$ cat src/rtl/md5_cand_gen.sv
// md5_cand_gen -- decimal password candidate generator.
//
// Sweeps BCD candidates from low to high in increments of STEP and offers
// each one on a valid/ready handshake to a downstream hasher. An invalid
// range (non-decimal digit, or low > high) ends the sweep at once with err.
//
// Ports:
//   clk         system clock, rising edge
//   reset       synchronous, active-high
//   start       single-cycle sweep request (honoured only in IDLE)
//   stop        abort request (honoured only in RUN)
//   low, high   inclusive candidate range, BCD (4*DIGITS bits)
//   cand_valid  candidate offered
//   cand_ready  consumer accepts the offered candidate
//   cand_bcd    current candidate, BCD
//   busy        sweep in progress (CHECK, RUN or DONE)
//   done        one-cycle end-of-sweep pulse
//   err         last start had an invalid range
//   count       accepted candidates in this sweep, saturating
//   cand_ascii  (only with MD5_CAND_ASCII_EN) cand_bcd as ASCII digits,
//               most-significant digit in the top byte
//
// Build option: define MD5_CAND_ASCII_EN to add the cand_ascii output.
//
// state | meaning
// IDLE  | waiting for start
// CHECK | validate the latched range, load first candidate
// RUN   | offer candidates, step on each handshake
// DONE  | one-cycle done pulse, then back to IDLE

module md5_cand_gen #(
    parameter int DIGITS = 8,
    parameter int STEP   = 1
) (
    input  logic                clk,
    input  logic                reset,
    input  logic                start,
    input  logic                stop,
    input  logic [4*DIGITS-1:0] low,
    input  logic [4*DIGITS-1:0] high,
    output logic                cand_valid,
    input  logic                cand_ready,
    output logic [4*DIGITS-1:0] cand_bcd,
    output logic                busy,
    output logic                done,
    output logic                err,
    output logic [31:0]         count
`ifdef MD5_CAND_ASCII_EN
    ,
    output logic [8*DIGITS-1:0] cand_ascii
`endif
);

    localparam int W = 4 * DIGITS;

    typedef enum logic [1:0] {
        IDLE  = 2'd0,
        CHECK = 2'd1,
        RUN   = 2'd2,
        DONE  = 2'd3
    } state_t;

    state_t         state_q, state_d;
    logic [W-1:0]   low_q, low_d;
    logic [W-1:0]   high_q, high_d;
    logic [W-1:0]   cand_q, cand_d;
    logic [31:0]    count_q, count_d;
    logic           err_q, err_d;

    logic [W:0]     inc;
    logic [W-1:0]   next_bcd;
    logic           next_carry;

    // Adds STEP to the least-significant digit with decimal carry ripple.
    // Bit W of the result is the carry out of the top digit.
    function automatic logic [W:0] bcd_inc(input logic [W-1:0] v);
        logic [W-1:0] r;
        logic         c;
        logic [4:0]   s;
        r = '0;
        c = 1'b0;
        for (int i = 0; i < DIGITS; i++) begin
            if (i == 0)
                s = {1'b0, v[3:0]} + 5'(STEP);
            else
                s = {1'b0, v[4*i +: 4]} + {4'b0, c};
            if (s > 5'd9) begin
                s = s - 5'd10;
                c = 1'b1;
            end else begin
                c = 1'b0;
            end
            r[4*i +: 4] = s[3:0];
        end
        return {c, r};
    endfunction

    function automatic logic bcd_ok(input logic [W-1:0] v);
        logic ok;
        ok = 1'b1;
        for (int i = 0; i < DIGITS; i++) begin
            if (v[4*i +: 4] > 4'd9)
                ok = 1'b0;
        end
        return ok;
    endfunction

    assign inc        = bcd_inc(cand_q);
    assign next_bcd   = inc[W-1:0];
    assign next_carry = inc[W];

    always_ff @(posedge clk) begin
        if (reset) begin
            state_q <= IDLE;
            low_q   <= '0;
            high_q  <= '0;
            cand_q  <= '0;
            count_q <= '0;
            err_q   <= 1'b0;
        end else begin
            state_q <= state_d;
            low_q   <= low_d;
            high_q  <= high_d;
            cand_q  <= cand_d;
            count_q <= count_d;
            err_q   <= err_d;
        end
    end

    always_comb begin
        state_d = state_q;
        low_d   = low_q;
        high_d  = high_q;
        cand_d  = cand_q;
        count_d = count_q;
        err_d   = err_q;
        case (state_q)
            IDLE: begin
                if (start) begin
                    low_d   = low;
                    high_d  = high;
                    count_d = '0;
                    err_d   = 1'b0;
                    state_d = CHECK;
                end
            end
            CHECK: begin
                // Valid BCD compares correctly as plain unsigned binary.
                if (!bcd_ok(low_q) || !bcd_ok(high_q) || (low_q > high_q)) begin
                    err_d   = 1'b1;
                    state_d = DONE;
                end else begin
                    cand_d  = low_q;
                    state_d = RUN;
                end
            end
            RUN: begin
                if (cand_ready) begin
                    if (count_q != 32'hFFFF_FFFF)
                        count_d = count_q + 32'd1;
                    if (next_carry || (next_bcd > high_q))
                        state_d = DONE;
                    else if (!stop)
                        cand_d = next_bcd;
                end
                // An accepted candidate in the same cycle still counts above;
                // the offered value is left as it was.
                if (stop)
                    state_d = DONE;
            end
            DONE: begin
                state_d = IDLE;
            end
            default: begin
                state_d = IDLE;
            end
        endcase
    end

`ifdef MD5_CAND_ASCII_EN
    function automatic logic [8*DIGITS-1:0] to_ascii(input logic [W-1:0] v);
        logic [8*DIGITS-1:0] r;
        r = '0;
        for (int i = 0; i < DIGITS; i++)
            r[8*i +: 8] = 8'h30 + {4'b0, v[4*i +: 4]};
        return r;
    endfunction

    logic [8*DIGITS-1:0] ascii_q;

    // Loaded from the same next value as cand_bcd so both change together.
    always_ff @(posedge clk) begin
        if (reset)
            ascii_q <= to_ascii('0);
        else
            ascii_q <= to_ascii(cand_d);
    end

    assign cand_ascii = ascii_q;
`endif

    assign cand_valid = (state_q == RUN);
    assign busy       = (state_q != IDLE);
    assign done       = (state_q == DONE);
    assign err        = err_q;
    assign count      = count_q;
    assign cand_bcd   = cand_q;

endmodule

$ cat config.mk
export PLATFORM = sky130hd
export DESIGN_NAME = md5_cand_gen
export DESIGN_NICKNAME = d
export VERILOG_FILES = /design/src/rtl/md5_cand_gen.sv
export SDC_FILE = /design/constraint.sdc
export NUM_CORES = 1
export LEC_CHECK = 0
export BUFFER_PORTS_ARGS = -buffer_cell sky130_fd_sc_hd__buf_2
export CAP_MARGIN = 5
export CELL_PAD_IN_SITES_DETAIL_PLACEMENT = 1
export CELL_PAD_IN_SITES_GLOBAL_PLACEMENT = 1
export CORE_AREA = 3 3 176 178
export DETAILED_ROUTE_END_ITERATION = 12
export DIE_AREA = 0 0 179 181
export GPL_TIMING_DRIVEN = 0
export PLACE_DENSITY = 0.56
export SETUP_SLACK_MARGIN = 0.5
export SLEW_MARGIN = 0
export SYNTH_ARGS = -nofsm -noshare
export SYNTH_HDL_FRONTEND = slang
export SYNTH_SLANG_ARGS = --single-unit
$ cat constraint.sdc
create_clock -name clk -period 25.6 [get_ports clk]
set_clock_uncertainty 0.1 [all_clocks]
set_input_delay 3.84 -clock clk [delete_from_list [all_inputs] [get_ports clk]]
set_output_delay 3.84 -clock clk [all_outputs]
set_load 0.02 [all_outputs]
==> flow_summary.html <==
<table>
<tr><th>Metric</th><th>Value</th></tr>
<tr><th colspan="2">Routing</th></tr>
<tr><td>Vias per inst</td><td>4.93</td></tr>
<tr><td>Detailed Routing Iterations Pass 1</td><td>5</td></tr>
<tr><td>Post-Route WL</td><td>29,300 µm</td></tr>
<tr><td>Count of nets left with antenna violations after detail routing</td><td>0</td></tr>
<tr><td>DRC errors left</td><td>0</td></tr>
<tr><td>Wirelength per Cell</td><td>18.1 µm</td></tr>
<tr><td>DRC violation total after the first TritonRoute iteration</td><td>449</td></tr>
<tr><td>Total via count in the routed design</td><td>7,969</td></tr>
<tr><th colspan="2">Pwr</th></tr>
<tr><td>Combinational cell fraction of total power</td><td>46.4%</td></tr>
<tr><td>Total power of the final layout</td><td>1.01 mW</td></tr>
<tr><td>Sw Pwr</td><td>450 µW</td></tr>
<tr><td>Proportion of power drawn by the clock network</td><td>25.7%</td></tr>
<tr><td>Internal power summed over all cells</td><td>560 µW</td></tr>
<tr><td>Static power due to leakage</td><td>4.17 nW</td></tr>
<tr><td>Worst VDD drop</td><td>0.0536 mV</td></tr>
<tr><td>Power Density</td><td>101 nW/µm²</td></tr>
<tr><td>Sequential share of power</td><td>27.8%</td></tr>
<tr><td>Net Sw Frac</td><td>44.6%</td></tr>
<tr><th colspan="2">STA</th></tr>
<tr><td>RSZ-0062 raised after global routing</td><td>false</td></tr>
<tr><td>Least-Margin Pin Slew</td><td>0.916 ns</td></tr>
<tr><td>FMAX</td><td>75.4 MHz</td></tr>
<tr><td>TNS Setup</td><td>0 ns</td></tr>
<tr><td>Slew Limit Fails</td><td>0</td></tr>
<tr><td>Minimum clock period</td><td>13.27 ns</td></tr>
<tr><td>Final setup margin</td><td>12.33 ns</td></tr>
<tr><td>Final count of hold timing violations</td><td>0</td></tr>
<tr><td>Worst slew margin relative to its limit</td><td>38.9%</td></tr>
<tr><td>Part of the cycle the worst path needs</td><td>51.8%</td></tr>
<tr><td>Final setup violation count</td><td>0</td></tr>
<tr><th colspan="2">Yosys</th></tr>
<tr><td>Dominant synthesized flop cell</td><td>sky130_fd_sc_hd__dfxtp_1</td></tr>
<tr><td>Count of mapped cells out of synthesis</td><td>1,059</td></tr>
<tr><td>Post-synthesis register bit count</td><td>131</td></tr>
<tr><td>Average size of a mapped cell</td><td>7.77 µm²</td></tr>
<tr><td>Number of enable flip-flop cells after synthesis</td><td>0</td></tr>
<tr><td>Cell Area, Synth</td><td>8230 µm²</td></tr>
<tr><td>Sequential cell area fraction in the yosys report</td><td>31.9%</td></tr>
<tr><td>Post-Syn Nets</td><td>1,220</td></tr>
<tr><td>Syn. warnings</td><td>0</td></tr>
<tr><td>Number of distinct library cells after synthesis</td><td>55</td></tr>
<tr><td>Fraction of synthesis flops using an asynchronous set or reset pin</td><td>0%</td></tr>
<tr><th colspan="2">Place</th></tr>
<tr><td>Detail Placement HPWL</td><td>23,500 µm</td></tr>
<tr><td>Placement Setup Slack</td><td>12.23 ns</td></tr>
<tr><td>Final estimated routing congestion in global placement</td><td>0.803</td></tr>
<tr><td>Port Buf Inserts</td><td>136</td></tr>
<tr><td>Total placed cells including tap cells</td><td>1,585</td></tr>
<tr><th colspan="2">Cells and area</th></tr>
<tr><td>Core occupancy in the finished layout</td><td>33.8%</td></tr>
<tr><td>Net count reported at finish</td><td>1,375</td></tr>
<tr><td>Antenna Cells</td><td>0</td></tr>
<tr><td>Share of layout cells above drive strength 1</td><td>15.1%</td></tr>
<tr><td>Non-filler cells, final</td><td>1,617</td></tr>
<tr><td>Synth-to-layout area growth</td><td>21.6%</td></tr>
<tr><th colspan="2">Clock tree</th></tr>
<tr><td>Total clock sinks</td><td>131</td></tr>
<tr><td>CTS Root Buffer Type</td><td>sky130_fd_sc_hd__clkbuf_16</td></tr>
<tr><td>Post-cts hold buffer count</td><td>0</td></tr>
<tr><td>Post-cts repair resize count</td><td>0</td></tr>
<tr><td>Post-CTS Setup Inserts</td><td>0</td></tr>
<tr><td>Clock Pin Slew Worst Setup and Hold Paths</td><td>0.07 ns</td></tr>
<tr><td>Maximum clock insertion buffer count</td><td>2</td></tr>
<tr><td>Clock tree from TritonCTS</td><td>yes</td></tr>
<tr><td>H-tree Lvls</td><td>4</td></tr>
<tr><td>Clock buffers created by TritonCTS</td><td>17</td></tr>
<tr><td>Clock latency of the later-clocked register in the worst-skew pair</td><td>0.42 ns</td></tr>
<tr><th colspan="2">Floorplan</th></tr>
<tr><td>Total I/O pin count</td><td>137</td></tr>
<tr><td>Initial core utilization</td><td>27.8%</td></tr>
<tr><td>Core footprint</td><td>29,600 µm²</td></tr>
<tr><td>Die height</td><td>181 µm</td></tr>
<tr><td>Die outline area</td><td>32,400 µm²</td></tr>
<tr><td>Horizontal die dimension</td><td>179 µm</td></tr>
<tr><td>Placement Rows</td><td>63</td></tr>
<tr><th colspan="2">Critical path</th></tr>
<tr><td>CP endpoint kind</td><td>flip-flop</td></tr>
<tr><td>Cell class contributing the biggest share of worst-path delay</td><td>adder cells</td></tr>
<tr><td>Buffers &amp; Inverters on Critical Path</td><td>10</td></tr>
<tr><td>Slowest stage cell, crit path</td><td>sky130_fd_sc_hd__nor4_1</td></tr>
<tr><td>Type of the setup path with the least slack</td><td>flip-flop to flip-flop</td></tr>
<tr><td>Startpoint type of the worst setup path</td><td>flip-flop</td></tr>
<tr><td>CP Data Arrival Time</td><td>13.51 ns</td></tr>
<tr><td>Required time of the worst setup path</td><td>25.84 ns</td></tr>
<tr><td>Maximum cell stage delay along the critical path</td><td>0.61 ns</td></tr>
<tr><td>Dominant cell type by count on the critical path</td><td>sky130_fd_sc_hd__ha_1</td></tr>
<tr><td>Maximum fanout along the worst path</td><td>10</td></tr>
<tr><th colspan="2">GRT</th></tr>
<tr><td>Maximum number of pins on one net before global-route repair</td><td>17</td></tr>
<tr><td>Number of antenna violations at the first check in global routing</td><td>0</td></tr>
<tr><td>Vias in the first global route</td><td>8,006</td></tr>
<tr><td>First-pass GRT wire length</td><td>46,200 µm</td></tr>
<tr><td>GRT Overall Usage</td><td>18.2%</td></tr>
<tr><td>Residual overflow from global routing</td><td>0</td></tr>
<tr><th colspan="2">Status</th></tr>
<tr><td>Run status</td><td>completed</td></tr>
<tr><th colspan="2">Job</th></tr>
<tr><td>Max-cap violation count</td><td>0</td></tr>
<tr><th colspan="2">Min path</th></tr>
<tr><td>Path class of the lowest-slack min-delay path</td><td>flip-flop to flip-flop</td></tr>
</table>
## stage by stage
| step | hold WS [ns] | cell area, µm² |
|---|---|---|
| 5_1_grt | 0.383 | 10000 |
| 3_3_place_gp | 0.345 | 9390 |
| 6_report | 0.355 | 10000 |
| 3_5_place_dp | 0.351 | 9390 |
| 2_1_floorplan | 0.336 | 8230 |
| 4_1_cts | 0.360 | 10000 |
## logic make-up after synthesis
logic type                 after synthesis  share of synthesized area [%]
adders and majority gates               92                           14.0
AOI/OAI and AO/OA                      271                           19.9
DFF                                    131                           31.9
muxes                                   13                           1.58
buffers and inverters                  113                           5.28
and+or+nand+nor                        381                           21.2
xor gates and xnor gates                58                           6.18
## power by group through the flow
stage | clock, mW | sequential [mW] | combinational (mW)
2_1_floorplan | 0 | 0.289 | 0.305
3_3_place_gp | 0 | 0.285 | 0.461
3_5_place_dp | 0 | 0.286 | 0.470
4_1_cts | 0.266 | 0.281 | 0.473
5_1_grt | 0.275 | 0.287 | 0.530
6_report | 0.260 | 0.281 | 0.469
## path summary, 6_finish.rpt
kind / from / to / slack (ns) / cells after the start
hold / removal: high_q[8]$_SDFFE_PP0P_ / high_q[8]$_SDFFE_PP0P_ / 0.35 / 2
setup reg to reg: cand_bcd[0]$_SDFFE_PP0P_ / cand_bcd[11]$_SDFFE_PP0P_ / 12.33 / 54
setup / recovery: cand_bcd[0]$_SDFFE_PP0P_ / cand_bcd[11]$_SDFFE_PP0P_ / 12.33 / 54
hold reg to reg: high_q[8]$_SDFFE_PP0P_ / high_q[8]$_SDFFE_PP0P_ / 0.35 / 2
## cell usage after synthesis, types with 13 or more instances
library cell                 n  area share [%]
sky130_fd_sc_hd__nand2_1   168             7.7
sky130_fd_sc_hd__ha_1       92              14
sky130_fd_sc_hd__nor2_1     78             3.6
sky130_fd_sc_hd__nor3_1     16            0.97
sky130_fd_sc_hd__a21oi_1   133             8.1
sky130_fd_sc_hd__a211oi_1   14             1.3
sky130_fd_sc_hd__inv_1      53             2.4
sky130_fd_sc_hd__xor2_1     29             3.1
sky130_fd_sc_hd__mux2i_1    13             1.6
sky130_fd_sc_hd__nand4_1    31             2.4
sky130_fd_sc_hd__o21ai_0    51             3.1
sky130_fd_sc_hd__dfxtp_1   131              32
sky130_fd_sc_hd__clkbuf_1   51             2.3
sky130_fd_sc_hd__nand3_1    31             1.9
sky130_fd_sc_hd__xnor2_1    29             3.1
## registers in the layout, summed over array words and instances, names as in the netlist
signal	count
high_q	32
err	1
cand_bcd	32
count	32
low_q	32
state_q	2
## metal layers
layer | vias up | GRT usage, % | wire length, µm
li1 | 4053 | - | -
met1 | 3757 | 26.1 | 14800
met4 | 0 | 3.21 | 227
met5 | - | 0 | 0
met3 | 15 | 2.37 | 905
met2 | 144 | 29.5 | 13400
## worst min-delay path: stages (launching register included)
cell	delay, ns
sky130_fd_sc_hd__dfxtp_1	0.31
sky130_fd_sc_hd__nand2_1	0.05
sky130_fd_sc_hd__a21oi_1	0.05
## area by class of cell
type	count	area, µm²
multi-input cells	815	5170
fillers	3709	19600
repair buffers	136	681
inverters	53	199
clock inverters	14	176
clock buffers	18	429
well taps	390	488
plain buffers	60	235
flip-flops and latches	131	2620
## placed cells by master, fill, tap and decap left out, types with 16 or more instances in the layout
master                      count
sky130_fd_sc_hd__a21oi_1      133
sky130_fd_sc_hd__buf_2        138
sky130_fd_sc_hd__clkbuf_1      52
sky130_fd_sc_hd__clkbuf_16     17
sky130_fd_sc_hd__dfxtp_1      131
sky130_fd_sc_hd__ha_1          92
sky130_fd_sc_hd__inv_1         53
sky130_fd_sc_hd__nand2_1      168
sky130_fd_sc_hd__nand3_1       31
sky130_fd_sc_hd__nand4_1       31
sky130_fd_sc_hd__nor2_1        78
sky130_fd_sc_hd__nor3_1        16
sky130_fd_sc_hd__o21ai_0       51
sky130_fd_sc_hd__xnor2_1       29
sky130_fd_sc_hd__xor2_1        29
(Power assumes the default switching activity.)
